**src/rtl/riscv_mc_controller_pkg.sv**
```systemverilog
// Shared encodings for the multicycle RV32I controller:
// FSM states, ALU codes, opcodes, select encodings, legality check.
package riscv_mc_controller_pkg;

  typedef enum logic [3:0] {
    S_FETCH    = 4'd0,
    S_DECODE   = 4'd1,
    S_MEMADR   = 4'd2,
    S_MEMREAD  = 4'd3,
    S_MEMWB    = 4'd4,
    S_MEMWRITE = 4'd5,
    S_EXECR    = 4'd6,
    S_EXECI    = 4'd7,
    S_ALUWB    = 4'd8,
    S_BRANCH   = 4'd9,
    S_JAL      = 4'd10,
    S_JALR     = 4'd11,
    S_JALRWB   = 4'd12,
    S_LUI      = 4'd13,
    S_AUIPC    = 4'd14,
    S_ERROR    = 4'd15
  } state_e;

  localparam logic [3:0] ALU_ADD  = 4'd0;
  localparam logic [3:0] ALU_SUB  = 4'd1;
  localparam logic [3:0] ALU_SHL  = 4'd2;
  localparam logic [3:0] ALU_SLT  = 4'd3;
  localparam logic [3:0] ALU_SLTU = 4'd4;
  localparam logic [3:0] ALU_XOR  = 4'd5;
  localparam logic [3:0] ALU_SHR  = 4'd6;
  localparam logic [3:0] ALU_SHA  = 4'd7;
  localparam logic [3:0] ALU_OR   = 4'd8;
  localparam logic [3:0] ALU_AND  = 4'd9;
  localparam logic [3:0] ALU_B    = 4'd10;

  localparam logic [6:0] OP_R      = 7'b0110011;
  localparam logic [6:0] OP_I      = 7'b0010011;
  localparam logic [6:0] OP_LOAD   = 7'b0000011;
  localparam logic [6:0] OP_STORE  = 7'b0100011;
  localparam logic [6:0] OP_BRANCH = 7'b1100011;
  localparam logic [6:0] OP_JAL    = 7'b1101111;
  localparam logic [6:0] OP_JALR   = 7'b1100111;
  localparam logic [6:0] OP_LUI    = 7'b0110111;
  localparam logic [6:0] OP_AUIPC  = 7'b0010111;

  localparam logic [1:0] SRCA_PC    = 2'b00;
  localparam logic [1:0] SRCA_OLDPC = 2'b01;
  localparam logic [1:0] SRCA_A     = 2'b10;
  localparam logic [1:0] SRCB_RS2   = 2'b00;
  localparam logic [1:0] SRCB_IMM   = 2'b01;
  localparam logic [1:0] SRCB_4     = 2'b10;
  localparam logic [1:0] RES_ALUOUT = 2'b00;
  localparam logic [1:0] RES_DATA   = 2'b01;
  localparam logic [1:0] RES_ALURES = 2'b10;

  // Whole-instruction legality, resolved once in DECODE so an
  // illegal op never reaches a state that asserts an enable.
  function automatic logic instr_legal(input logic [31:0] ins);
    logic [6:0] op;
    logic [6:0] f7;
    logic [2:0] f3;
    logic       ok;
    op = ins[6:0];
    f3 = ins[14:12];
    f7 = ins[31:25];
    ok = 1'b0;
    case (op)
      OP_R:
        ok = (f7 == 7'h00) ||
             (f7 == 7'h20 &&
              (f3 == 3'b000 || f3 == 3'b101));
      OP_I:
        if (f3 == 3'b001)
          ok = (f7 == 7'h00);
        else if (f3 == 3'b101)
          ok = (f7 == 7'h00) || (f7 == 7'h20);
        else
          ok = 1'b1;
      OP_LOAD:
        ok = (f3 != 3'b011) && (f3[2:1] != 2'b11);
      OP_STORE:
        ok = !f3[2] && !(f3[1] && f3[0]);
      OP_BRANCH:
        ok = (f3[2:1] != 2'b01);
      OP_JALR:
        ok = (f3 == 3'b000);
      OP_JAL, OP_LUI, OP_AUIPC:
        ok = 1'b1;
      default:
        ok = 1'b0;
    endcase
    return ok;
  endfunction

endpackage

```
**src/rtl/riscv_mc_controller_alu_decoder.sv**
```systemverilog
// ALU operation decoder: (state, opcode, funct3, funct7[5]) -> alu_control.
// Purely combinational; ADD unless the state needs something else.
module riscv_alu_decoder
  import riscv_mc_controller_pkg::*;
(
  input  state_e     state,
  input  logic [6:0] opcode,
  input  logic [2:0] funct3,
  input  logic       funct7_5,
  output logic [3:0] alu_control
);

  logic is_r;
  assign is_r = (opcode == OP_R);

  always_comb begin
    alu_control = ALU_ADD;
    unique case (state)
      S_EXECR, S_EXECI: begin
        unique case (funct3)
          3'b000: alu_control = (is_r && funct7_5) ? ALU_SUB : ALU_ADD;
          3'b001: alu_control = ALU_SHL;
          3'b010: alu_control = ALU_SLT;
          3'b011: alu_control = ALU_SLTU;
          3'b100: alu_control = ALU_XOR;
          3'b101: alu_control = funct7_5 ? ALU_SHA : ALU_SHR;
          3'b110: alu_control = ALU_OR;
          3'b111: alu_control = ALU_AND;
        endcase
      end
      S_BRANCH: begin
        case (funct3[2:1])
          2'b10:   alu_control = ALU_SLT;
          2'b11:   alu_control = ALU_SLTU;
          default: alu_control = ALU_SUB;
        endcase
      end
      S_LUI:   alu_control = ALU_B;
      default: alu_control = ALU_ADD;
    endcase
  end

endmodule

```
**src/rtl/riscv_mc_controller.sv**
```systemverilog
// Multicycle RV32I control FSM driving datapath selects and enables.
// In: clk, rst_n, instr, zero. Out: enables, selects, alu_control, illegal, state, instret.
module riscv_mc_controller
  import riscv_mc_controller_pkg::*;
#(
  parameter int CNT_W = 32
) (
  input  logic             clk,
  input  logic             rst_n,
  input  logic [31:0]      instr,
  input  logic             zero,
  output logic             pc_write,
  output logic             adr_src,
  output logic             mem_write,
  output logic             ir_write,
  output logic             reg_write,
  output logic [1:0]       result_src,
  output logic [1:0]       alu_src_a,
  output logic [1:0]       alu_src_b,
  output logic [3:0]       alu_control,
  output logic             illegal,
  output logic [3:0]       state,
  output logic [CNT_W-1:0] instret
);

  state_e           state_q, state_d;
  logic             illegal_q, illegal_d;
  logic [CNT_W-1:0] instret_q, instret_d;

  logic [6:0] opcode;
  logic [2:0] funct3;
  logic       pc_write_c, mem_write_c;
  logic       ir_write_c, reg_write_c;
  logic       br_taken;
  logic       unused;

  assign opcode = instr[6:0];
  assign funct3 = instr[14:12];
  assign unused = ^{instr[24:15], instr[11:7]};

  // funct3[0] inverts the sense; funct3[2] swaps eq/ne for lt/ge.
  assign br_taken = zero ^ funct3[0] ^ funct3[2];

  riscv_alu_decoder u_alu_dec (
    .state       (state_q),
    .opcode      (opcode),
    .funct3      (funct3),
    .funct7_5    (instr[30]),
    .alu_control (alu_control)
  );

  always_comb begin
    state_d     = state_q;
    pc_write_c  = 1'b0;
    adr_src     = 1'b0;
    mem_write_c = 1'b0;
    ir_write_c  = 1'b0;
    reg_write_c = 1'b0;
    result_src  = RES_ALUOUT;
    alu_src_a   = SRCA_PC;
    alu_src_b   = SRCB_RS2;
    unique case (state_q)
      S_FETCH: begin
        ir_write_c = 1'b1;
        pc_write_c = 1'b1;
        alu_src_b  = SRCB_4;
        result_src = RES_ALURES;
        state_d    = S_DECODE;
      end
      S_DECODE: begin
        alu_src_a = SRCA_OLDPC;
        alu_src_b = SRCB_IMM;
        if (!instr_legal(instr)) begin
          state_d = S_ERROR;
        end else begin
          case (opcode)
            OP_LOAD, OP_STORE: state_d = S_MEMADR;
            OP_R:              state_d = S_EXECR;
            OP_I:              state_d = S_EXECI;
            OP_BRANCH:         state_d = S_BRANCH;
            OP_JAL:            state_d = S_JAL;
            OP_JALR:           state_d = S_JALR;
            OP_LUI:            state_d = S_LUI;
            OP_AUIPC:          state_d = S_AUIPC;
            default:           state_d = S_ERROR;
          endcase
        end
      end
      S_MEMADR: begin
        alu_src_a = SRCA_A;
        alu_src_b = SRCB_IMM;
        state_d   = (opcode == OP_LOAD) ? S_MEMREAD : S_MEMWRITE;
      end
      S_MEMREAD: begin
        adr_src = 1'b1;
        state_d = S_MEMWB;
      end
      S_MEMWB: begin
        result_src  = RES_DATA;
        reg_write_c = 1'b1;
        state_d     = S_FETCH;
      end
      S_MEMWRITE: begin
        adr_src     = 1'b1;
        mem_write_c = 1'b1;
        state_d     = S_FETCH;
      end
      S_EXECR: begin
        alu_src_a = SRCA_A;
        alu_src_b = SRCB_RS2;
        state_d   = S_ALUWB;
      end
      S_EXECI: begin
        alu_src_a = SRCA_A;
        alu_src_b = SRCB_IMM;
        state_d   = S_ALUWB;
      end
      S_ALUWB: begin
        reg_write_c = 1'b1;
        state_d     = S_FETCH;
      end
      S_BRANCH: begin
        alu_src_a  = SRCA_A;
        alu_src_b  = SRCB_RS2;
        pc_write_c = br_taken;
        state_d    = S_FETCH;
      end
      S_JAL: begin
        alu_src_a  = SRCA_OLDPC;
        alu_src_b  = SRCB_4;
        pc_write_c = 1'b1;
        state_d    = S_ALUWB;
      end
      S_JALR: begin
        alu_src_a  = SRCA_A;
        alu_src_b  = SRCB_IMM;
        result_src = RES_ALURES;
        pc_write_c = 1'b1;
        state_d    = S_JALRWB;
      end
      S_JALRWB: begin
        alu_src_a   = SRCA_OLDPC;
        alu_src_b   = SRCB_4;
        result_src  = RES_ALURES;
        reg_write_c = 1'b1;
        state_d     = S_FETCH;
      end
      S_LUI: begin
        alu_src_b = SRCB_IMM;
        state_d   = S_ALUWB;
      end
      S_AUIPC: begin
        alu_src_a = SRCA_OLDPC;
        alu_src_b = SRCB_IMM;
        state_d   = S_ALUWB;
      end
      S_ERROR: state_d = S_ERROR;
      default: state_d = S_ERROR;
    endcase
  end

  always_comb begin
    illegal_d = illegal_q | (state_d == S_ERROR);
    instret_d = instret_q;
    if (state_d == S_FETCH && state_q != S_FETCH)
      instret_d = instret_q + CNT_W'(1);
  end

  always_ff @(posedge clk or negedge rst_n) begin
    if (!rst_n) begin
      state_q   <= S_FETCH;
      illegal_q <= 1'b0;
      instret_q <= '0;
    end else begin
      state_q   <= state_d;
      illegal_q <= illegal_d;
      instret_q <= instret_d;
    end
  end

  // Reset lands in FETCH, whose enables must not fire while held.
  assign pc_write  = pc_write_c  & rst_n;
  assign mem_write = mem_write_c & rst_n;
  assign ir_write  = ir_write_c  & rst_n;
  assign reg_write = reg_write_c & rst_n;
  assign illegal   = illegal_q;
  assign state     = state_q;
  assign instret   = instret_q;

endmodule

```
**config.mk**
```make
export PLATFORM = sky130hd
export DESIGN_NAME = riscv_mc_controller
export DESIGN_NICKNAME = d
export VERILOG_FILES = /design/src/rtl/riscv_mc_controller_pkg.sv /design/src/rtl/riscv_mc_controller_alu_decoder.sv /design/src/rtl/riscv_mc_controller.sv
export SDC_FILE = /design/constraint.sdc
export NUM_CORES = 1
export LEC_CHECK = 0
export CAP_MARGIN = 15
export CORE_MARGIN = 4
export CORE_UTILIZATION = 35
export CTS_CLUSTER_SIZE = 16
export DETAILED_ROUTE_END_ITERATION = 10
export GPL_ROUTABILITY_DRIVEN = 0
export PLACE_DENSITY = 0.68
export SLEW_MARGIN = 30
export SYNTH_ARGS = -nofsm -noshare
export SYNTH_HDL_FRONTEND = slang
export SYNTH_SLANG_ARGS = --single-unit
export TNS_END_PERCENT = 20
```
**constraint.sdc**
```tcl
create_clock -name clk -period 2.2 [get_ports clk]
set_clock_uncertainty 0.15 [all_clocks]
set_input_delay 0.33 -clock clk [delete_from_list [all_inputs] [get_ports clk]]
set_output_delay 0.33 -clock clk [all_outputs]
set_load 0.05 [all_outputs]
```
==> summary.md, run 1 <==
| Metric | Value |
|---|---|
| Most common cell after layout, fill and taps aside | `buf_4` |
| Cells after DPL | `approximately 430` |
| Yosys top cell area share | `about two fifths` |
| Initial antenna violation count | `0` |
| Part of the power in the clock network | `between 10% and 20%` |
| GRT Residual Overflow | `0` |
| Post-Synthesis Cell Area | `approximately 0.0024 mm^2` |
| Final Instance Area | `between 0.003 and 0.004 mm^2` |
| Vias in the first global route | `between 2k and 2.5k` |
| Synth warnings | `0` |
| Pwr/cell area | `about 1100 mW/mm^2` |
| Synth Net Count | `between 300 and 400` |
| Setup repair after global routing missed its margin | `true` |
| Met1 GRT Util | `between 20% and 30%` |
| Critical Path AT | `around 1800 ps` |
| Hold Path Class | `in2async` |
| WP data required | `around 1700 ps` |
| TritonCTS clock tree | `yes` |
| Post-DP Area | `0.00362 mm^2` |
| Sw power | `between 2 and 2.5 mW` |
| Unique masters post-synth | `52` |
| GRT met3 Usage | `under 10%` |
| Fraction of layout cells with a size suffix above 1 | `between 30% and 40%` |
| Post-route non-filler standard cell count | `between 400 and 500` |
| Total GRT Usage | `~16%` |
| Sequential area share after synthesis | `38.9%` |
| Root Buffer | `clkbuf_8` |
| Clk sinks | `37` |
| Pin count of the biggest net entering global routing | `38` |
| Relative slew margins | `64.3%` |
| Final number of max-transition violations | `0` |
| Routed WL | `6670 um` |
| Clk_lat worst skew | `280 ps` |
| Fin crit period | `about 2200 ps` |
| Detail Placement HPWL | `around 5000 um` |
| Reg2Reg Setup Slack | `60 ps` |
| Global route hottest layer | `met2` |
| Sw frac | `between 40% and 50%` |
| Most frequent cells in the layout | `45 x buf_4, 41 x clkdlybuf4s50_1, 29 x dfrtp_1` |
| Post-synth EDFFs | `0` |
| Final setup viols | `1` |
| Static Leak | `between 1.5 and 2 nW` |
| CTS max path bufs | `2` |
| Ant diodes | `0` |
| Crit end category | `output port` |
| Failing checks | `setup timing` |
| Reg2Reg Depth | `5` |
| # Max-Cap Violations | `0` |
| Mean Syn Cell Area | `around 9 um^2` |
| Initial Util | `a little under two fifths` |
| Final nets | `around 410` |
| CORE AREA | `approximately 0.0065 mm^2` |
| CTS Hold Buffers Added | `0` |
| Drt drc | `0` |
| Clock transition at path regs | `~70 ps` |
| Worst setup path end | `alu_control[0]` |
| CTS Buf Count | `5` |
| Ports | `between 80 and 90` |
| CP startpoint kind | `input pin` |
| Share of flip-flops with an asynchronous set or reset | `100%` |
| Setup ws final | `-30.4 ps` |
| Die H | `90.4 um` |
| Least-Margin Pin Slew | `535 ps` |
| Initial DRC count | `98` |
| Internal power | `approximately 2.3 mW` |
| Remaining antenna violation count | `0` |
| Fin crit share | `101%` |
| Final Hold Fails | `0` |
| Reg2reg end | `instret[30]$_DFFE_PN0P_` |
| Worst setup path class | `in2out` |
| Fmax | `~0.45 GHz` |
| Drt first pass iters | `4` |
| Status | `finished, violations left` |
| Peak fanout along the critical path | `3` |
| Drt via density | `about 5.2` |
| DIE AREA | `a little over 0.008 mm^2` |
| Synth Flop Type | `dfrtp_1` |
| Sequential Power Share | `between 20% and 30%` |
| Worst VDD drop | `about 630 uV` |
| Worst Setup SP | `instr[1]` |
| Largest cells by area after synthesis | `dfrtp_1 39%, xnor2_1 9.6%, xor2_1 4.1%` |
| Number of synthesized register bits | `37` |
| IO buf count | `between 70 and 80` |
| Synth Instances | `between 200 and 300` |
| Worst r2r src | `instret[6]$_DFFE_PN0P_` |
| Leading area contributor after synthesis | `dfrtp_1` |
| Wire per inst | `roughly 15 um` |
| DIE WIDTH | `approximately 90 um` |
| Final hold slack | `16.4 ps` |
| Vias | `approximately 2.3k` |
| FP Rows | `29` |
| Grt met2 use | `a little over a quarter` |
| Combinational share of power | `roughly two thirds` |
| H-Tree Depth | `2` |
| Synth-to-Final Area Change | `61.3%` |
| Global-route wire length before repair | `between 10000 and 15000 um` |
==> critical path: stages <==
cell and delay [ps]:
dlygate4sd2_1 250, and4bb_2 240, and2_4 170, a311oi_2 290
a2111oi_2 70, a41o_1 250, buf_12 160
==> flip-flops by register name (all words and copies together) (netlist names) <==
| register | count |
|---|---|
| instret | 32 |
| illegal | 1 |
| state | 4 |
==> through the flow <==
step / TNS [ps] / utilization (%) / setup slack, ps / power [mW]
6_report: -30.4 / 59.4 / -30.4 / 4.27
3_5_place_dp: -673 / 56.0 / -359 / 3.67
2_1_floorplan: -1310 / - / -205 / 2.57
5_1_grt: -145 / 59.4 / -43.3 / 4.50
3_3_place_gp: -538 / 56.0 / -298 / 3.64
4_1_cts: -37.1 / 59.0 / -37.1 / 4.28
==> power by group through the flow <==
stage	sequential (mW)	combinational [mW]	clock [mW]
floorplan	1.19	1.37	0
global placement	0.918	2.72	0
detailed placement	0.925	2.74	0
CTS	0.906	2.88	0.496
global route	0.922	3.05	0.528
finish	0.908	2.89	0.477
==> Yosys cell counts (4+ instances only) <==
library cell	instances
inv_1	11
nand2_1	24
a21oi_1	7
nand4_1	7
o21ai_0	10
xor2_1	11
and2_1	4
nand3_1	14
and3_1	5
nor2_1	20
dfrtp_1	37
nand2b_1	4
nor3_1	10
xnor2_1	26
o211ai_1	4
clkbuf_1	12
nor2b_1	5
or3_1	4
==> routing by layer <==
metal | part of all wire [%] | wire, um | vias up
li1 | - | - | 1155
met1 | 46 | 3080 | 1136
met2 | 50 | 3330 | 50
met3 | 3.4 | 230 | 2
met4 | 0.45 | 30 | 0
met5 | 0 | 0 | -
==> cell families (layout without fill, tap and decap cells) <==
| logic type | count (synthesis) | after routing | share of synthesized area (%) |
|---|---|---|---|
| xor+xnor | 37 | 37 | 13.6 |
| fa+ha+maj | 1 | 1 | 0.526 |
| compound gates | 42 | 42 | 12.5 |
| flops | 37 | 37 | 38.9 |
| buf+inv | 24 | 132 | 3.79 |
| simple gates | 122 | 122 | 29.7 |
| mux | 2 | 2 | 0.895 |
==> worst min-delay path by stage <==
stage,start,end
4_1_cts,rst_n,instret[30]$_DFFE_PN0P_
3_5_place_dp,illegal$_DFF_PN0_,illegal$_DFF_PN0_
6_report,rst_n,instret[8]$_DFFE_PN0P_
3_3_place_gp,instret[31]$_DFFE_PN0P_,instret[31]$_DFFE_PN0P_
2_1_floorplan,rst_n,illegal$_DFF_PN0_
5_1_grt,rst_n,instret[25]$_DFFE_PN0P_
==> cell type report <==
| cell class | count | area [um^2] |
|---|---|---|
| clock buffer | 8 | 90.1 |
| fill | 587 | 2620 |
| inverter | 11 | 41.3 |
| multi-input combinational | 204 | 1530 |
| sequential | 37 | 936 |
| tap | 77 | 96.3 |
| timing repair buffer | 113 | 1140 |
==> timing repair <==
item,4_1_cts,5_1_grt
gates resized for setup,33,4
setup buffers,8,0
pin swaps,7,1
setup endpoints to repair,10,10
cloned,0,0
Note: power is estimated with default switching activity, not from simulation.
==> run 2, diff against run 1 <==
- PLACE_DENSITY: 0.68 -> 0.67
==> run 2 against run 1 <==
- the flow now finishes without violations
- cell area increased by 2.1%
- sequential share of layout area decreased by 0.49 points
- count of clock-buffer cells in the layout fell by 2
- register-to-register slack got worse by 20 ps
- power rose by 4.8%
- largest cell class unchanged
- utilization up 1.2 points
- die area is the same
- routed wire length down 1.1%
- setup slack better by 36 ps
==> summary.md, run 2 (synthesis gave the netlist of run 1 again) <==
| Metric | Value |
|---|---|
| H-Tree Depth | `2` |
| Total GRT Usage | `between 15 and 20%` |
| Initial antenna violation count | `0` |
| Most common cell after layout, fill and taps aside | `buf_4` |
| CORE AREA | `about 0.0065 mm^2` |
| Worst VDD drop | `approximately 550 uV` |
| CTS Buf Count | `5` |
| Relative slew margins | `about two thirds` |
| Cells after DPL | `433` |
| Crit end category | `output port` |
| Final number of max-transition violations | `0` |
| Static Leak | `1.65 nW` |
| Reg2Reg Setup Slack | `roughly 40 ps` |
| Highest routed layer | `met4` |
| Hold Path Class | `reg2reg` |
| Reg2Reg Depth | `5` |
| WP data required | `approximately 1700 ps` |
| Initial Util | `around 37%` |
| Fin crit share | `about 100%` |
| Final setup viols | `0` |
| # Max-Cap Violations | `0` |
| Pin count of the biggest net entering global routing | `38` |
| Worst setup path class | `reg2out` |
| Routed wl met3 | `about 310 um` |
| Worst setup path end | `alu_src_b[0]` |
| Initial DRC count | `80` |
| GRT Residual Overflow | `0` |
| Synth-to-Final Area Change | `64.6%` |
| Global-route wire length before repair | `between 10000 and 15000 um` |
| Final Hold Fails | `0` |
| Fmax | `0.456 GHz` |
| Fin crit period | `2190 ps` |
| Ports | `87` |
| Number of cells on the worst hold path | `1` |
| Final hold slack | `336 ps` |
| Drt first pass iters | `4` |
| Pwr/cell area | `roughly 1100 mW/mm^2` |
| Vias in the first global route | `between 2k and 2.5k` |
| IO buf count | `between 70 and 80` |
| Worst r2r src | `instret[9]$_DFFE_PN0P_` |
| Fraction of layout cells with a size suffix above 1 | `between 30% and 40%` |
| Final nets | `408` |
| Least-Margin Pin Slew | `roughly 530 ps` |
| Final Instance Area | `between 0.003 and 0.004 mm^2` |
| Clock transition at path regs | `approximately 70 ps` |
| CP startpoint kind | `register` |
| Status | `completed` |
| Most frequent cells in the layout | `43 x buf_4, 40 x clkdlybuf4s50_1, 29 x dfrtp_1` |
| Ant diodes | `0` |
| DIE AREA | `0.00817 mm^2` |
| Dpl ws | `-347 ps` |
| Post-DP Area | `0.00361 mm^2` |
| DIE WIDTH | `90.4 um` |
| Critical Path AT | `around 1700 ps` |
| TritonCTS clock tree | `yes` |
| FP Rows | `29` |
| Clk sinks | `37` |
| Setup ws final | `approximately 5.2 ps` |
| Drt drc | `0` |
| Post-route non-filler standard cell count | `450` |
| Remaining antenna violation count | `0` |
| Peak fanout along the critical path | `4` |
| Routed WL | `about 6600 um` |
| Die H | `90.4 um` |
| Drt via density | `5.23` |
| Wire per inst | `14.7 um` |
| CTS max path bufs | `2` |
| Total power | `approximately 4.5 mW` |
| Setup repair after global routing missed its margin | `true` |
| Worst Setup SP | `state[3]$_DFF_PN0_` |
| Clk_lat worst skew | `290 ps` |
| Detail Placement HPWL | `slightly above 5000 um` |
| Max reg flops | `32` |
| DR WL met2 | `3340 um` |
| Root Buffer | `clkbuf_8` |
| Reg2reg end | `instret[31]$_DFFE_PN0P_` |
| Length of routed wiring on met1 | `2880 um` |
| Vias | `between 2k and 2.5k` |
==> run 2: cell types whose count changed in the layout (fill, tap and decap cells not counted), moves of 2 or more <==
cell / previous run / this run
clkbuf_1: 2 / 0
o21ai_0: 8 / 6
dlygate4sd2_1: 8 / 5
o21ai_1: 0 / 2
dlymetal6s2s_1: 0 / 2
buf_4: 45 / 43
clkbuf_2: 0 / 2
==> run 2: power by group <==
part | internal (mW) | switching (mW)
registers | 0.781 | 0.131
clock network | 0.368 | 0.245
logic | 1.26 | 1.70
total | 2.40 | 2.07
==> run 2: through the flow <==
stage / setup TNS [ps] / util (%)
2_1_floorplan: -1310 / -
3_3_place_gp: -668 / 55.9
3_5_place_dp: -673 / 55.9
4_1_cts: -88.1 / 59.0
5_1_grt: -176 / 60.6
6_report: 0 / 60.6
==> run 2: area by class of cell <==
type | instances | area, um^2
Timing Repair Buffer | 113 | 1150
Clock inverter | 2 | 37.5
Sequential cell | 37 | 936
Clock buffer | 6 | 82.6
Fill cell | 545 | 2540
Inverter | 11 | 41.3
Multi-Input combinational cell | 204 | 1570
Tap cell | 77 | 96.3
==> run 2: how the worst min path moves through the flow <==
stage                                  startpoint                       to  slack [ps]
after global routing      instret[31]$_DFFE_PN0P_  instret[31]$_DFFE_PN0P_         360
after CTS                       illegal$_DFF_PN0_        illegal$_DFF_PN0_         340
final                           illegal$_DFF_PN0_        illegal$_DFF_PN0_         340
after detailed placement                    rst_n  instret[10]$_DFFE_PN0P_         300
after floorplan                             rst_n        illegal$_DFF_PN0_        -120
after global placement                      rst_n  instret[10]$_DFFE_PN0P_         300
==> run 2: timing repair <==
item	in CTS	in global routing
endpoints found under the setup margin	7	11
endpoints found under the hold margin	37	0
buffers inserted	4	4
pin swaps	5	7
hold buffers	1	0
resized for setup	33	19
==> run 2: critical path: stages, from the launching register on <==
cell and delay [ps]:
dfrtp_2 440, nor2b_4 150, or2_4 260, or3_4 340
o21ai_4 80, buf_12 150
==> run 2: metal layers <==
metal | global-route usage [%] | vias up
met5 | 0 | -
met4 | 3.70 | 0
met3 | 4.08 | 7
met2 | 26.8 | 57
met1 | 20.5 | 1125
li1 | - | 1165
==> run 3, diff against run 2 <==
- CORE_UTILIZATION: 35 -> 30
- PLACE_DENSITY: 0.67 -> 0.59
==> run 3 against run 2 <==
- the run now ends with setup timing left
- critical path depth is the same
- fmax fell by 1.7%
- first-iteration DRC count up 8.8%
- clock power shrank 27%
==> summary.md, run 3 (synthesis gave the netlist of run 1 again) <==
| Metric | Value |
|---|---|
| CP startpoint kind | `register` |
| DIE AREA | `around 0.0094 mm^2` |
| Final Instance Area | `0.00387 mm^2` |
| Vias | `2336` |
| Setup ws final | `-32.5 ps` |
| Relative slew margins | `roughly 64%` |
| Crit end category | `output port` |
| Failing checks | `setup timing` |
| Worst Setup SP | `state[3]$_DFF_PN0_` |
| Post-route non-filler standard cell count | `about 470` |
| Area of the multi-input gates | `between 0.0015 and 0.002 mm^2` |
| Pin count of the biggest net entering global routing | `38` |
| Final Hold Fails | `0` |
| FF/Latch Area | `about 940 um^2` |
| Worst VDD drop | `423 uV` |
| Die H | `between 90 and 100 um` |
| Detail Placement HPWL | `between 5000 and 6000 um` |
| H-Tree Depth | `2` |
| Worst r2r src | `instret[9]$_DFFE_PN0P_` |
| Ports | `between 80 and 90` |
| CTS max path bufs | `2` |
| Setup repair after global routing missed its margin | `true` |
| Wire per inst | `14.1 um` |
| # Max-Cap Violations | `0` |
| Final setup viols | `1` |
| Initial DRC count | `87` |
| Root Buffer | `clkbuf_8` |
| Peak fanout along the critical path | `4` |
| IO buf count | `71` |
| Initial Util | `30.8%` |
| Fmax | `between 0.4 and 0.5 GHz` |
| Critical path buffer and inverter count | `1` |
| Vias in the first global route | `about 2.2k` |
| Worst hold start | `instret[31]$_DFFE_PN0P_` |
| Final number of max-transition violations | `0` |
| Most common cell after layout, fill and taps aside | `buf_4` |
| WP data required | `between 1500 and 2000 ps` |
| Static Leak | `around 1.6 nW` |
| Post-DP Area | `0.00366 mm^2` |
| Critical Path AT | `~1800 ps` |
| Max reg flops | `32` |
| Slowest-stage cell, CP | `dfrtp_2` |
| Total GRT Usage | `between 10% and 20%` |
| Synth-to-Final Area Change | `62.8%` |
| Worst-path cell chain | `nor2b_1 -> or2_4 -> or3_4 -> o21ai_4 -> buf_12` |
| TritonCTS clock tree | `yes` |
| Clk sinks | `37` |
| Hold Path Class | `reg2reg` |
| Clock transition at path regs | `70 ps` |
| Initial antenna violation count | `0` |
| Most frequent cells in the layout | `41 x buf_4, 40 x clkdlybuf4s50_1, 29 x dfrtp_1` |
| CTS Buf Count | `5` |
| Cells after DPL | `between 400 and 500` |
| Fin crit period | `~2200 ps` |
| Pwr/cell area | `between 1000 and 1500 mW/mm^2` |
| Worst setup path class | `reg2out` |
| CORE AREA | `about 0.0077 mm^2` |
| GRT Residual Overflow | `0` |
| Ant diodes | `0` |
| Drt drc | `0` |
| Fraction of layout cells with a size suffix above 1 | `29.9%` |
| # fillers | `slightly above 700` |
| Drt first pass iters | `4` |
| Status | `finished, violations left` |
| Global-route wire length before repair | `roughly 11000 um` |
| Routed WL | `between 6000 and 7000 um` |
| Final nets | `between 400 and 500` |
| Least-Margin Pin Slew | `532 ps` |
| Crit path max-delay family | `simple AND/OR/NAND/NOR gates` |
| Worst stage delay on the critical path | `~440 ps` |
| Remaining antenna violation count | `0` |
| FP Rows | `32` |
| DIE WIDTH | `between 90 and 100 um` |
| Clk_lat worst skew | `between 200 and 300 ps` |
| Drt via density | `4.94` |
| Fin crit share | `101%` |
| Reg2Reg Setup Slack | `90 ps` |
run 3: changes by cell type in the layout (fill, tap and decap cells not counted), moves of 2 or more:
cell	change
clkbuf_1	+3
buf_4	-2
nor2b_1	+2
nor3_2	-2
run 3: final cells by class:
| cell class | count | share of cell area, % |
|---|---|---|
| Inverter | 11 | 1.07 |
| Clock buffer | 8 | 2.07 |
| Sequential cell | 37 | 24.2 |
| Multi-Input combinational cell | 204 | 39.8 |
| Timing Repair Buffer | 111 | 29.6 |
| Tap cell | 102 | 3.30 |
run 3: final timing paths:
path | end | cells past startpoint
worst min register to register | instret[31]$_DFFE_PN0P_ | 1
worst max-delay path | alu_src_b[0] | 5
worst min-delay path | instret[31]$_DFFE_PN0P_ | 1
worst max register to register | instret[30]$_DFFE_PN0P_ | 5
max in group asynchronous | state[0]$_DFF_PN0_ | 3
min in group asynchronous | instret[9]$_DFFE_PN0P_ | 3
run 3: power breakdown:
part / internal (mW) / switching (mW)
logic: 1.20 / 1.67
clock network: 0.225 / 0.225
registers: 0.781 / 0.129
total: 2.21 / 2.03
run 3: worst reg2reg max path: cells and delay by family (launching register included):
| kind | cells | cell delay (ps) |
|---|---|---|
| XOR/XNOR | 1 | 150 |
| flip-flops | 1 | 390 |
| AND/OR/NAND/NOR | 4 | 1350 |
run 3: per-stage QoR:
step / setup slack, ps / power (mW) / TNS (ps) / hold WS (ps) / utilization (%)
6_report: -32.5 / 4.24 / -32.5 / 315 / 50.1
2_1_floorplan: -205 / 2.57 / -1310 / -116 / -
3_3_place_gp: -314 / 3.65 / -693 / 307 / 47.4
4_1_cts: -41.7 / 4.21 / -160 / 321 / 49.3
5_1_grt: -84.2 / 4.45 / -281 / 349 / 50.1
3_5_place_dp: -308 / 3.68 / -615 / 307 / 47.4
run 3: repair_timing:
item | CTS | global route
pin swaps | 4 | 5
buffers inserted | 4 | 1
hold buffers | 1 | 0
setup endpoints to repair | 7 | 10
endpoints found under the hold margin | 28 | 0
gates resized for setup | 25 | 17
run 3: per-layer routing:
layer,track usage [%],up-vias,share of wire (%)
met5,0,-,0
met4,3.78,0,1.2
met3,3.10,10,4.3
met2,22.2,51,49
met1,18.5,1117,45
li1,-,1158,-
